[src/rtl/pipe_ctrl_unit.sv]
// Hazard and sequencing controller for the 5-stage RV32I pipeline.
// Generates per-stage stall/flush strobes for load-use bubbles, branch/jump
// redirects, data-memory wait freezes and a debug halt/single-step FSM.
// Also keeps saturating stall/flush counters and a sticky dmem-timeout flag.
module pipe_ctrl_unit #(
    parameter int unsigned CNT_W        = 32,
    parameter int unsigned BUSY_TIMEOUT = 64
) (
    input  logic             clk_i,
    input  logic             rst_i,
    input  logic [4:0]       id_rs1_addr_i,
    input  logic [4:0]       id_rs2_addr_i,
    input  logic             id_uses_rs1_i,
    input  logic             id_uses_rs2_i,
    input  logic             id_valid_i,
    input  logic             ex_memread_i,
    input  logic [4:0]       ex_rd_addr_i,
    input  logic             ex_valid_i,
    input  logic             bj_sig_i,
    input  logic             dmem_busy_i,
    input  logic             halt_req_i,
    input  logic             step_req_i,
    input  logic             resume_req_i,
    output logic             stall_if_o,
    output logic             stall_id_o,
    output logic             stall_ex_o,
    output logic             stall_mem_o,
    output logic             flush_if_o,
    output logic             flush_id_o,
    output logic             flush_ex_o,
    output logic             halted_o,
    output logic [CNT_W-1:0] stall_cnt_o,
    output logic [CNT_W-1:0] flush_cnt_o,
    output logic             err_timeout_o
);

    // Busy counter only needs to reach BUSY_TIMEOUT, where it saturates.
    localparam int unsigned BC_W = $clog2(BUSY_TIMEOUT + 1);

    typedef enum logic [1:0] {
        ST_RUN,
        ST_HALTED,
        ST_STEP
    } state_e;

    state_e            state_q;
    logic              halted_q;
    logic [CNT_W-1:0]  stall_cnt_q, stall_cnt_d;
    logic [CNT_W-1:0]  flush_cnt_q, flush_cnt_d;
    logic [BC_W-1:0]   busy_cnt_q, busy_cnt_d;
    logic              err_q, err_d;

    logic              frz;
    logic              redirect;
    logic              rs_match;
    logic              load_use;

    // Hazard detection: freeze dominates, then redirect, then load-use.
    always_comb begin
        // NOTE: every combinational output gets a default first so no path
        // through the block leaves it unassigned and infers a latch.
        frz      = 1'b0;
        redirect = 1'b0;
        rs_match = 1'b0;
        load_use = 1'b0;

        frz      = dmem_busy_i | (state_q == ST_HALTED);
        redirect = ~frz & bj_sig_i & ex_valid_i;
        rs_match = (id_uses_rs1_i & (id_rs1_addr_i == ex_rd_addr_i)) |
                   (id_uses_rs2_i & (id_rs2_addr_i == ex_rd_addr_i));
        // The ID instruction is on the wrong path during a redirect, so a
        // load-use match there must not bubble it.
        load_use = ~frz & ~redirect & ex_valid_i & ex_memread_i & id_valid_i &
                   (ex_rd_addr_i != 5'd0) & rs_match;
    end

    // Stage strobes derived from the hazard classification.
    always_comb begin
        stall_if_o  = frz | load_use;
        stall_id_o  = frz;
        stall_ex_o  = frz;
        stall_mem_o = frz;
        flush_if_o  = redirect;
        flush_id_o  = redirect | load_use;
        // Re-halt after a single step kills the stepped EX instruction.
        flush_ex_o  = (state_q == ST_STEP) & ~dmem_busy_i & halt_req_i;
    end

    // Debug FSM: RUN -> HALTED on halt, HALTED -> RUN/STEP, STEP -> HALTED once free.
    always_ff @(posedge clk_i) begin
        // NOTE: sequential state uses non-blocking assignments so every
        // register samples the pre-edge values regardless of statement order.
        if (rst_i) begin
            state_q  <= ST_RUN;
            halted_q <= 1'b0;
        end else begin
            case (state_q)
                ST_RUN: begin
                    if (halt_req_i) begin
                        state_q  <= ST_HALTED;
                        halted_q <= 1'b1;
                    end
                end
                ST_HALTED: begin
                    if (resume_req_i) begin
                        state_q  <= ST_RUN;
                        halted_q <= 1'b0;
                    end else if (step_req_i) begin
                        state_q  <= ST_STEP;
                        halted_q <= 1'b0;
                    end
                end
                ST_STEP: begin
                    // A busy memory holds the step until one free advance occurs.
                    if (!dmem_busy_i) begin
                        state_q  <= ST_HALTED;
                        halted_q <= 1'b1;
                    end
                end
                default: begin
                    state_q  <= ST_RUN;
                    halted_q <= 1'b0;
                end
            endcase
        end
    end

    // Next-state for saturating performance counters and the busy watchdog.
    always_comb begin
        stall_cnt_d = stall_cnt_q;
        flush_cnt_d = flush_cnt_q;
        busy_cnt_d  = busy_cnt_q;

        if ((state_q == ST_RUN) && stall_if_o && !(&stall_cnt_q))
            stall_cnt_d = stall_cnt_q + CNT_W'(1);

        if (redirect && !(&flush_cnt_q))
            flush_cnt_d = flush_cnt_q + CNT_W'(1);

        if (!dmem_busy_i)
            busy_cnt_d = '0;
        else if (busy_cnt_q != BC_W'(BUSY_TIMEOUT))
            busy_cnt_d = busy_cnt_q + BC_W'(1);

        // Flag sets on the same edge the counter reaches the limit.
        err_d = err_q | (busy_cnt_d == BC_W'(BUSY_TIMEOUT));
    end

    // Counter and error-flag registers.
    always_ff @(posedge clk_i) begin
        if (rst_i) begin
            stall_cnt_q <= '0;
            flush_cnt_q <= '0;
            busy_cnt_q  <= '0;
            err_q       <= 1'b0;
        end else begin
            stall_cnt_q <= stall_cnt_d;
            flush_cnt_q <= flush_cnt_d;
            busy_cnt_q  <= busy_cnt_d;
            err_q       <= err_d;
        end
    end

    assign halted_o      = halted_q;
    assign stall_cnt_o   = stall_cnt_q;
    assign flush_cnt_o   = flush_cnt_q;
    assign err_timeout_o = err_q;

endmodule

[config.mk]
export PLATFORM = sky130hd
export DESIGN_NAME = pipe_ctrl_unit
export DESIGN_NICKNAME = d
export VERILOG_FILES = /design/src/rtl/pipe_ctrl_unit.sv
export SDC_FILE = /design/constraint.sdc
export NUM_CORES = 1
export LEC_CHECK = 0
export BUFFER_PORTS_ARGS = -buffer_cell sky130_fd_sc_hd__clkbuf_2
export CAP_MARGIN = 0
export CORE_MARGIN = 2
export CORE_UTILIZATION = 38
export CTS_CLUSTER_SIZE = 16
export DETAILED_ROUTE_END_ITERATION = 8
export PLACE_DENSITY = 0.67
export SETUP_SLACK_MARGIN = 0.4
export SLEW_MARGIN = 0
export SYNTH_ARGS = -nofsm -noshare
export SYNTH_HDL_FRONTEND = slang
export SYNTH_SLANG_ARGS = --single-unit
[constraint.sdc]
create_clock -name clk_i -period 2.7 [get_ports clk_i]
set_input_delay 0.135 -clock clk_i [delete_from_list [all_inputs] [get_ports clk_i]]
set_output_delay 0.135 -clock clk_i [all_outputs]
set_load 0.03 [all_outputs]
# --- Yosys cells after proc, flatten, opt, wreduce, memory -nomap -nowiden ---
# Index checks and enable logic that the tools add are counted.
totals:
  ff_bits: 75
  input_bits: 27
  out_inout_bits: 73
  wordCells: 60
classes:
  add_sub_neg: 3
  eq_ne: 9
  mux: 12
  bitwise: 20
  reduce_logical: 10
op_table:
  columns: ["cell", "n"]
  rows:
  - ["$add 32x1->32 const B", 2]
  - ["$reduce_and 32->1", 2]
  - ["$mux 7", 2]
  - ["$and 1x1->1", 12]
  - ["$eq 5x5->1", 2]
  - ["$mux 2", 4]
  - ["$add 7x1->7 const B", 1]
  - ["$eq 7x7->1 const B", 1]
  - ["$ne 7x7->1 const B", 1]
  - ["$pmux 2 s3", 1]
  - ["$or 1x1->1", 5]
  - ["$reduce_bool 5->1", 1]
  - ["$mux 1", 4]
  - ["$ne 2x2->1 const B", 2]
  - ["$logic_and 1x1->1", 3]
  - ["$ne 3x3->1 const B", 1]
  - ["$not 1->1", 3]
  - ["$pmux 1 s3", 1]
  - ["$reduce_and 3->1", 1]
  - ["$eq 2x1->1 const B", 1]
  - ["$eq 2x2->1 const B", 1]
  - ["$logic_not 1->1", 2]
  - ["$logic_not 2->1", 1]

# --- Depth between registers and ports, before layout ---
logic_depth:
  word_depth: 15
  mapped_depth: 9
  ltp_nobuf: 8

# --- Least setup slack after synthesis ---
# Ideal clock, no wire load.
synth_path:
  path_type: "register to register"
  startpoint: "register flush_cnt_q[24] (netlist: flush_cnt_o[24])"
  endpoint: "register flush_cnt_q[3] (netlist: flush_cnt_o[3])"
  setup_time_ns: 0.128
  arrival_time_ns: 2.002
  t_required_ns: 2.572
  slack_ns: 0.571
  path_stages_with_launch: 8
  n_path_buf: 1
  synth_period_minus_slack_ns: 2.129
  path_cell_list: "dfxtp_1 -> and4_1 -> nand3_2 -> or4_1 -> buf_2 -> nand4_1 -> xor2_1 -> nor2_1"
synth_via:
  elab_chain_cells: 3
synth_rtl:
  columns: ["element", "line_no", "source"]
  rows:
  - ["start: declaration", "49", "logic [CNT_W-1:0] flush_cnt_q, flush_cnt_d;"]
  - ["start signal: assignment", "158", "flush_cnt_q <= flush_cnt_d;"]
  - ["$reduce_and 32->1", "137", "if (redirect && !(&flush_cnt_q))"]
  - ["$logic_not 1->1", "137", null]
  - ["$logic_and 1x1->1", "137", null]
# No other way between the ends.
# A chain may end at the register's enable or synchronous reset.

# --- Worst setup path in the final report ---
layout_path:
  startpoint: "register flush_cnt_q[24] (netlist: flush_cnt_o[24])"
  endpoint: "register flush_cnt_q[16] (netlist: flush_cnt_o[16])"
# Same word-level chain as after synthesis.

==> impl_metrics.py <==
metrics = {
    "floorplanning": {
        "fp.dieW_um": 107.6,
        "core_area_um2": 10370,
        "ioPinCount": 100,
        "start_util_pct": 39.36,
        "dieArea_um2": 11590,
        "num_rows": 37,
        "fp.dieH_um": 107.6,
    },
    "sta": {
        "min_period_over_period_pct": 79.17,
        "hold_ws_ns": 0.08113,
        "grt_setup_unrepaired": "no",
        "max_freq_mhz": 467.8,
        "worst_slew_pin_slew_ns": 0.7283,
        "hold_viol_final": 0,
        "slew_headroom_pct": 51.00,
        "setup_viol": 0,
        "period_needed_ns": 2.138,
        "skew_ns": 0.01915,
        "tns_ns": 0,
        "final_max_slew_viol_count": 0,
    },
    "worst_hold_path": {
        "hold_path.class": "input pin to flip-flop",
    },
    "layout": {
        "drive_gt1_share_pct": 24.11,
        "final_nets": 619,
        "seq_area_um2": 1501,
        "multi_input_area_um2": 2397,
        "diodes": 0,
        "area.growth.synth_to_final_pct": 20.88,
        "fillers": 1044,
    },
    "setup_path": {
        "crit_required_ns": 2.91,
        "worstSetupPathType": "flip-flop to flip-flop",
        "critical_path_arrival_ns": 2.35,
        "cp_max_fo": 7,
        "r2r-start": "flush_cnt_o[24]",
        "startpoint_type": "flip-flop",
        "crit_end": "flush_cnt_o[16]",
        "reg2regPathDepth": 6,
        "r2r_end": "flush_cnt_o[16]",
        "end_kind": "flip-flop",
        "crit_path_start": "flush_cnt_o[24]",
        "worst-r2r-setup-slack_ns": 0.56,
    },
    "detailed_routing": {
        "first_iter_violations": 162,
        "final_antenna_net_count": 0,
        "routedWlPerCell_um": 14.24,
        "first_pass_iters": 4,
        "wl_mm": 10.38,
        "drc_errors": 0,
        "vias_per_cell": 5.531,
        "via_count": 4032,
    },
    "logic_synthesis": {
        "ys_top_cells_by_area": "dfxtp_1 37%, xnor2_1 6.4%, a21oi_1 4.9%",
        "synth_cells": 496,
        "synth_cell_types": 50,
        "synth_area_um2": 4081,
        "yosys_warnings": 0,
        "synth_edf_count": 0,
        "synth_top_area_share_pct": 36.79,
        "synth-main-ff-cell": "dfxtp_1",
        "synth_most_common_cell": "dfxtp_1",
        "ys_top_cells_by_count": "75 x dfxtp_1, 52 x nor2_1, 40 x a21oi_1",
        "synth_fp_nets": 527,
        "async_flop_share_pct": 0,
        "yosysTopAreaCell": "dfxtp_1",
        "avgSynthCellArea_um2": 8.229,
        "synth-seq-cells": 75,
        "yosysSeqAreaShare_pct": 36.79,
    },
    "clock_network": {
        "clk_root_buffer_cell": "clkbuf_8",
        "cts_tree": "built",
        "h-tree-depth": 3,
        "ctsLongestPathBuffers": 2,
        "cts_hold_buf": 0,
        "clk_latency_ns": 0.35,
        "clock-sinks": 75,
        "clk_pin_slew_worst_paths_ns": 0.08,
        "numCtsBuffers": 9,
    },
    "placement": {
        "io_buffer_count": 99,
        "gp_congestion": 0.8089,
        "dp_hpwl_mm": 7.613,
    },
    "power_and_ir_drop": {
        "ir_worst_vdd_mv": 0.3006,
        "powerDensity_nw_per_um2": 485.2,
        "p_leak_uw": 0.001793,
    },
    "global_route": {
        "grt_usage_pct": 17.57,
        "grt_max_degree": 30,
        "grt_pass1_vias": 3652,
        "antenna_found_initial": 0,
        "grt_overflow": 0,
        "grt_pass1_wl_mm": 16.71,
    },
    "job": {
        "cap_violations": 0,
    },
    "run_status": {
        "status": "completed",
    },
}
## logic make-up after synthesis
group,count (synthesis),share of synthesized area [%]
AND/OR/NAND/NOR,246,34.37
AO/OA/AOI/OAI,85,12.54
flip-flops,75,36.79
XOR/XNOR,44,9.442
buffers and inverters,39,4.874
adder cells (fa/ha/maj),4,1.226
multiplexers,3,0.7664
## worst max-delay path, stage by stage, from the launching register on
cell     delay (ns)
dfxtp_1        0.45
and4_1         0.31
nand3_2        0.19
or4_1          0.70
nand4_1        0.18
xor2_1         0.15
nor2_1         0.05
## report_power, final
part / total (uW) / switching (uW) / leakage (uW) / internal [uW]
Sequential: 1130 / 13.3 / 0.000605 / 1110
Combinational: 184 / 120 / 0.00106 / 64.1
Clock: 1080 / 436 / 0.000125 / 647
## cell type report
cell class	count	share of cell area, %
timing repair buffer	110	11.72
inverter	10	0.7608
clock buffer	11	2.866
tap	136	3.449
clock inverter	5	2.181
multi-input combinational	382	48.59
sequential	75	30.43
## cells in the final DEF (no fill, tap or decap), types with 11 or more instances in the layout
cell type,n
nor2_1,52
o21ai_0,12
xnor2_1,30
a21oi_1,40
or3_1,13
dfxtp_1,75
nand4_1,23
xor2_1,14
nand3_1,38
nor3_1,13
clkbuf_2,99
or4_1,21
buf_4,11
o31ai_1,20
nand2_1,30
## repair_timing
item | CTS | global route
gates resized for setup | 0 | 4
setup endpoints to repair | 0 | 30
setup buffers | 0 | 2
## through the flow
step / setup WS (ns) / util [%] / std cells / total power (uW) / instance area (um2)
CTS: 0.4172 / 47.27 / 727 / 2424 / 4902
global route: 0.4015 / 47.57 / 729 / 2480 / 4933
global placement: 0.5550 / 44.87 / 711 / 1333 / 4653
floorplan: 0.5705 / - / 496 / 1277 / 4081
finish: 0.5624 / 47.57 / 729 / 2394 / 4933
detailed placement: 0.4553 / 44.87 / 711 / 1337 / 4653
## worst min-delay path by stage
stage	cells past startpoint	slack (ns)	startpoint	endpoint
after detailed placement	3	0.42	step_req_i	state_q[1]
final	3	0.08	step_req_i	state_q[1]
after CTS	3	0.06	step_req_i	state_q[1]
after global routing	3	0.08	step_req_i	state_q[1]
after floorplan	2	0.30	step_req_i	state_q[1]
after global placement	3	0.42	step_req_i	state_q[1]
## metal layers
| layer | vias to the layer above | share of wire (%) | global-route usage (%) |
|---|---|---|---|
| li1 | 2001 | - | - |
| met5 | - | 0 | 0 |
| met1 | 1908 | 48 | 23.51 |
| met4 | 0 | 1.6 | 6.502 |
| met2 | 111 | 45 | 28.12 |
| met3 | 12 | 4.9 | 3.269 |
## sequential cells by signal, indices dropped and copies added (netlist names)
| signal | count |
|---|---|
| halted_o | 1 |
| busy_cnt_q | 7 |
| state_q | 2 |
| stall_cnt_o | 32 |
| err_timeout_o | 1 |
| flush_cnt_o | 32 |
Power figures use the tool's default switching activity.
